### src/rtl/fifo_pkg.sv
// Shared helpers for both sides of the async FIFO.
// Covers pointer Gray/binary conversion, address-width derivation and the read-side state encoding.
package fifo_pkg;

    function automatic int addr_width(input int depth);
        return $clog2(depth);
    endfunction

    // Operates on zero-extended pointers; callers truncate back to pointer width.
    function automatic logic [31:0] bin2gray(input logic [31:0] b);
        return b ^ (b >> 1);
    endfunction

    function automatic logic [31:0] gray2bin(input logic [31:0] g);
        logic [31:0] b;
        b[31] = g[31];
        for (int i = 30; i >= 0; i--) begin
            b[i] = b[i+1] ^ g[i];
        end
        return b;
    endfunction

    typedef enum logic {
        RD_IDLE  = 1'b0,
        RD_VALID = 1'b1
    } rd_state_e;

endpackage

### src/rtl/ptr_sync.sv
// Multi-bit flop synchronizer for Gray-coded FIFO pointers crossing clock domains.
module ptr_sync #(
    parameter int W      = 6,
    parameter int STAGES = 2
) (
    input  logic         clk_i,
    input  logic         rst_n_i,
    input  logic [W-1:0] d_i,
    output logic [W-1:0] q_o
);

    logic [STAGES-1:0][W-1:0] sync_q;

    always_ff @(posedge clk_i or negedge rst_n_i) begin
        if (!rst_n_i) begin
            sync_q <= '0;
        end else begin
            sync_q <= {sync_q[STAGES-2:0], d_i};
        end
    end

    assign q_o = sync_q[STAGES-1];

endmodule

### src/rtl/fifo_rd_ctrl.sv
// Read-domain controller for the async FIFO.
// Owns the read pointer, empty/count flags and the first-word-fall-through output stage.
//
// state    | meaning
// RD_IDLE  | no unconsumed word on dout
// RD_VALID | dout holds a fetched word awaiting dout_ready
module fifo_rd_ctrl
    import fifo_pkg::*;
#(
    parameter int WIDTH         = 8,
    parameter int DEPTH         = 32,
    parameter int SYNC_STAGES   = 2,
    parameter int AEMPTY_THRESH = 4,
    localparam int AW           = addr_width(DEPTH)
) (
    input  logic             rd_clk,
    input  logic             rd_rst_n,
    input  logic [AW:0]      wr_ptr_gray,
    output logic [AW:0]      rd_ptr_gray,
    output logic [AW:0]      rd_ptr,
    output logic             mem_rd_en,
    output logic             empty,
    input  logic [WIDTH-1:0] mem_rd_data,
    output logic [WIDTH-1:0] dout,
    output logic             dout_valid,
    input  logic             dout_ready,
    input  logic             flush,
    output logic [AW:0]      rd_count,
    output logic             almost_empty
);

    localparam int PW = AW + 1;
    localparam logic [AW:0] THRESH = PW'(AEMPTY_THRESH);

    logic [AW:0] wq_gray, wq_bin;
    logic [AW:0] rd_ptr_q, rd_ptr_d, rd_gray_q, rd_gray_d;
    logic [AW:0] rd_ptr_next, count_next;
    logic [AW:0] rd_count_q, rd_count_d;
    logic        empty_q, empty_d, aempty_q, aempty_d;
    logic        rd_en;
    rd_state_e   state_q, state_d;

    ptr_sync #(
        .W      (PW),
        .STAGES (SYNC_STAGES)
    ) u_wptr_sync (
        .clk_i   (rd_clk),
        .rst_n_i (rd_rst_n),
        .d_i     (wr_ptr_gray),
        .q_o     (wq_gray)
    );

    assign wq_bin      = PW'(gray2bin(32'(wq_gray)));
    assign rd_en       = ~empty_q & ((state_q == RD_IDLE) | dout_ready) & ~flush;
    assign rd_ptr_next = rd_ptr_q + {{AW{1'b0}}, rd_en};
    assign count_next  = wq_bin - rd_ptr_next;

    // Flush jumps to the already-synchronized write pointer, so later writes survive.
    always_comb begin
        rd_ptr_d   = rd_ptr_next;
        rd_gray_d  = PW'(bin2gray(32'(rd_ptr_next)));
        empty_d    = (rd_gray_d == wq_gray);
        rd_count_d = count_next;
        aempty_d   = (count_next <= THRESH);
        if (flush) begin
            rd_ptr_d   = wq_bin;
            rd_gray_d  = wq_gray;
            empty_d    = 1'b1;
            rd_count_d = '0;
            aempty_d   = 1'b1;
        end
    end

    always_ff @(posedge rd_clk or negedge rd_rst_n) begin
        if (!rd_rst_n) begin
            rd_ptr_q   <= '0;
            rd_gray_q  <= '0;
            empty_q    <= 1'b1;
            rd_count_q <= '0;
            aempty_q   <= 1'b1;
        end else begin
            rd_ptr_q   <= rd_ptr_d;
            rd_gray_q  <= rd_gray_d;
            empty_q    <= empty_d;
            rd_count_q <= rd_count_d;
            aempty_q   <= aempty_d;
        end
    end

    always_ff @(posedge rd_clk or negedge rd_rst_n) begin
        if (!rd_rst_n) begin
            state_q <= RD_IDLE;
        end else begin
            state_q <= state_d;
        end
    end

    always_comb begin
        state_d = state_q;
        case (state_q)
            RD_IDLE:  if (rd_en) state_d = RD_VALID;
            RD_VALID: if (dout_ready && !rd_en) state_d = RD_IDLE;
            default:  state_d = RD_IDLE;
        endcase
        if (flush) state_d = RD_IDLE;
    end

    always_comb begin
        dout_valid = (state_q == RD_VALID);
    end

    assign mem_rd_en    = rd_en;
    assign dout         = mem_rd_data;
    assign rd_ptr       = rd_ptr_q;
    assign rd_ptr_gray  = rd_gray_q;
    assign empty        = empty_q;
    assign rd_count     = rd_count_q;
    assign almost_empty = aempty_q;

endmodule

### config.mk
export PLATFORM = sky130hd
export DESIGN_NAME = fifo_rd_ctrl
export DESIGN_NICKNAME = d
export VERILOG_FILES = /design/src/rtl/fifo_pkg.sv /design/src/rtl/ptr_sync.sv /design/src/rtl/fifo_rd_ctrl.sv
export SDC_FILE = /design/constraint.sdc
export NUM_CORES = 1
export LEC_CHECK = 0
export BUFFER_PORTS_ARGS = -buffer_cell sky130_fd_sc_hd__buf_4
export CAP_MARGIN = 30
export CELL_PAD_IN_SITES_DETAIL_PLACEMENT = 0
export CELL_PAD_IN_SITES_GLOBAL_PLACEMENT = 2
export CORE_UTILIZATION = 25
export DETAILED_ROUTE_END_ITERATION = 16
export PLACE_DENSITY = 0.62
export SYNTH_ARGS = -nofsm -noshare
export SYNTH_HDL_FRONTEND = slang
export SYNTH_SLANG_ARGS = --single-unit
export TNS_END_PERCENT = 50
### constraint.sdc
create_clock -name rd_clk -period 8.45 [get_ports rd_clk]
set_input_delay 0.4225 -clock rd_clk [delete_from_list [all_inputs] [get_ports rd_clk]]
set_output_delay 0.4225 -clock rd_clk [all_outputs]
set_load 0.005 [all_outputs]
==> results.md <==
- Status: complete, no violations
- Startpoint types: flop
- Leading area contributor after synthesis: dfrtp_1
- Antenna Cells: 0
- Num CTS Buffers: 5
- DR iter-0 viols: 13
- Wirelength, routed: 3219 um
- DIE WIDTH: 83.10 um
- H-tree levels: 2
- R2R cell count: 12
- DR pass1 iterations: 2
- Max clock buf depth: 2
- Final std cells w/o fill: approximately 250
- Worst rel slew slack: a little over three fifths
- Final setup viols: 0
- Register area share after synthesis: between 40 and 50%
- Worst vdd ir: ~0.069 mV
- CTS tree: built
- Global-route wire length before repair: 5485 um
- Worst skew pair latency: ~0.28 ns
- YS warnings: 0
- DR WL/cell: between 10 and 15 um
- Root buffer cell: clkbuf_8
- Total GRT Usage: between 10% and 20%
- Synthesized flop and latch total: 32
- Initial Utilization: between 20% and 30%
- Largest net degree at the start of global routing: 33
- Post_cts resized: 0
- Post-synthesis instance total: between 100 and 150
- Critical path required time: 8.66 ns
- Area of the core: approximately 6300 sq um
- Number of hold buffers added after CTS: 0
- Most common cell after layout, fill and taps aside: buf_4
- # DRC: 0
- # placed instances: between 200 and 250
- Critical Path AT: approximately 3.8 ns
- Fin nets: approximately 200
- Pins Over Slew Limit: 0
- Avg Cell Area, Syn: ~11 sq um
- IO Pins: 48
- Post-Route Skew: ~0.0047 ns
- Port Buffers: 31
- Worst-path clk slew: 0.07 ns
- Area Growth Syn to Fin: 20.78%
- Via count: 1049
- Fin crit share: ~43%
- Top cells by area, synth: dfrtp_1 (46%), xnor2_1 (7.5%), ha_1 (5.3%)
- Initial antenna violation count: 0
- Commonest non-fill, non-tap cells in the layout: buf_4 (31), dfrtp_1 (30), nor2_1 (14), xnor2_1 (14), xor2_1 (8)
- # rows: 29
- Slew @ Worst Pin: roughly 0.55 ns
- Crit path capture: almost_empty$_DFF_PN1_
- Die area: around 6900 sq um
- Vias in the first global route: between 1000 and 1500
- RR Startpoint: dout_valid$_DFF_PN0_
- Max-cap violations: 0
- DPL Wire Length: 2393 um
- Placer Congestion: about 0.74
- Hold crit path type: input pin to asynchronous set/reset pin
- Post-Syn Area: between 1500 and 2000 sq um
- Fraction of final layout cells sized beyond drive strength 1: between 30% and 40%
- Synth Net Count: 170
- Leakage power: roughly 0.92 nW
- Worst Path Max Fanout: 7
- Fin crit period: 3.634 ns
- Critical Path Start: dout_valid$_DFF_PN0_
- Post-DRT Antenna Nets: 0
- PwrDens: around 280 nW/um^2
- Final Hold Vio Count: 0
- Die height: 83.10 um
- RSZ-0062 raised after global routing: no
- Sink Count: 32
- Setup Crit Path Kind: flop to flop
- Crit. End Element: flop
- Setup Buffers After CTS: 0
- Setup TNS: 0 ns
- Fmax: 0.2752 GHz
- Grt total ovfl: 0
- Pwr Total: 565.8 uW
- Worst R2R Setup Slack: 4.82 ns
- Area share of the leading cell type in the synthesized netlist: a little under half
- Via/cell ratio: 4.213
- Synth unique cells: 37
- Reg2reg end: almost_empty$_DFF_PN1_
==> area by class of cell <==
type,instances,area [sq um]
inverters,5,18.77
clock buffers,6,82.58
fillers,642,4364
clock inverters,2,10.01
flip-flops and latches,32,803.3
repair buffers,31,232.7
well taps,77,96.34
multi-input cells,96,742.0
==> synthesized netlist by cell type (all sizes together) <==
master	number
nor2b	2
and3	1
nand2	7
nand4	1
nor2	15
clkbuf	1
nand2b	1
mux2i	3
xnor2	14
buf	9
nor3	1
mux2	2
a21boi	1
or3b	1
xnor3	1
o21a	1
a21oi	7
dfstp	2
o21ai	8
a2111oi	1
dfrtp	30
a21o	1
inv	4
xor2	11
nand3	4
or3	1
clkinv	1
ha	7
fa	1
and3b	1
or2b	1
a41o	2
dlygate4sd1	1
==> worst max-delay path, cell delays in order, from the launching register on <==
cell	delay, ns
dfrtp_1	0.38
nor2b_1	0.15
nor3_1	0.30
ha_1	0.27
a21boi_1	0.11
nor2_2	0.39
ha_1	0.34
a2111oi_0	0.54
or3b_2	0.49
mux2i_1	0.14
nor2_1	0.07
xnor2_1	0.14
a41o_1	0.25
==> registers in the layout, indices dropped and copies added (netlist names) <==
register	cells
rd_ptr	5
dout_valid	1
almost_empty	1
u_wptr_sync.sync_q	6
rd_ptr_gray	6
rd_count	6
empty	1
u_wptr_sync.q_o	6
==> power breakdown <==
| part | internal (mW) | switching, mW | leakage, nW |
|---|---|---|---|
| Sequential | 0.186 | 0.0191 | 0.379 |
| Combinational | 0.120 | 0.121 | 0.485 |
| Clock | 0.0649 | 0.0553 | 0.0510 |
==> kinds of logic after synthesis <==
group | share of synthesized area [%]
buffers and inverters | 6.011
AND/OR/NAND/NOR | 10.66
XOR/XNOR | 16.82
flip-flops | 48.86
AO/OA/AOI/OAI | 7.915
adder cells (fa/ha/maj) | 6.545
multiplexers | 3.196
==> stage by stage <==
step                hold slack [ns]  utilization, %  cell area, sq um  setup slack, ns
floorplan                    0.1269               -              1644            5.014
global placement             0.3323           29.81              1893            4.814
detailed placement           0.3356           29.81              1893            4.659
CTS                         0.08644           31.27              1986            4.820
global route                 0.1050           31.27              1986            4.555
finish                      0.07244           31.27              1986            4.816
==> worst min-delay path by stage <==
stage | cells after the start | from | end | slack (ns)
2_1_floorplan | 0 | rd_rst_n | dout_valid$_DFF_PN0_ | 0.13
3_3_place_gp | 0 | u_wptr_sync.sync_q[0]$_DFF_PN0_ | u_wptr_sync.q_o[0]$_DFF_PN0_ | 0.33
3_5_place_dp | 0 | u_wptr_sync.sync_q[5]$_DFF_PN0_ | u_wptr_sync.q_o[5]$_DFF_PN0_ | 0.34
4_1_cts | 1 | rd_rst_n | u_wptr_sync.sync_q[5]$_DFF_PN0_ | 0.09
5_1_grt | 1 | rd_rst_n | rd_ptr_gray[4]$_DFF_PN0_ | 0.11
6_report | 1 | rd_rst_n | rd_ptr_gray[4]$_DFF_PN0_ | 0.07
==> per-layer routing <==
| layer | wire length [um] | GRT usage (%) |
|---|---|---|
| met5 | 0 | 0 |
| met4 | 47 | 3.918 |
| met3 | 152 | 3.280 |
| met2 | 1546 | 15.87 |
| met1 | 1473 | 13.03 |
Note: power is estimated with default switching activity, not from simulation.
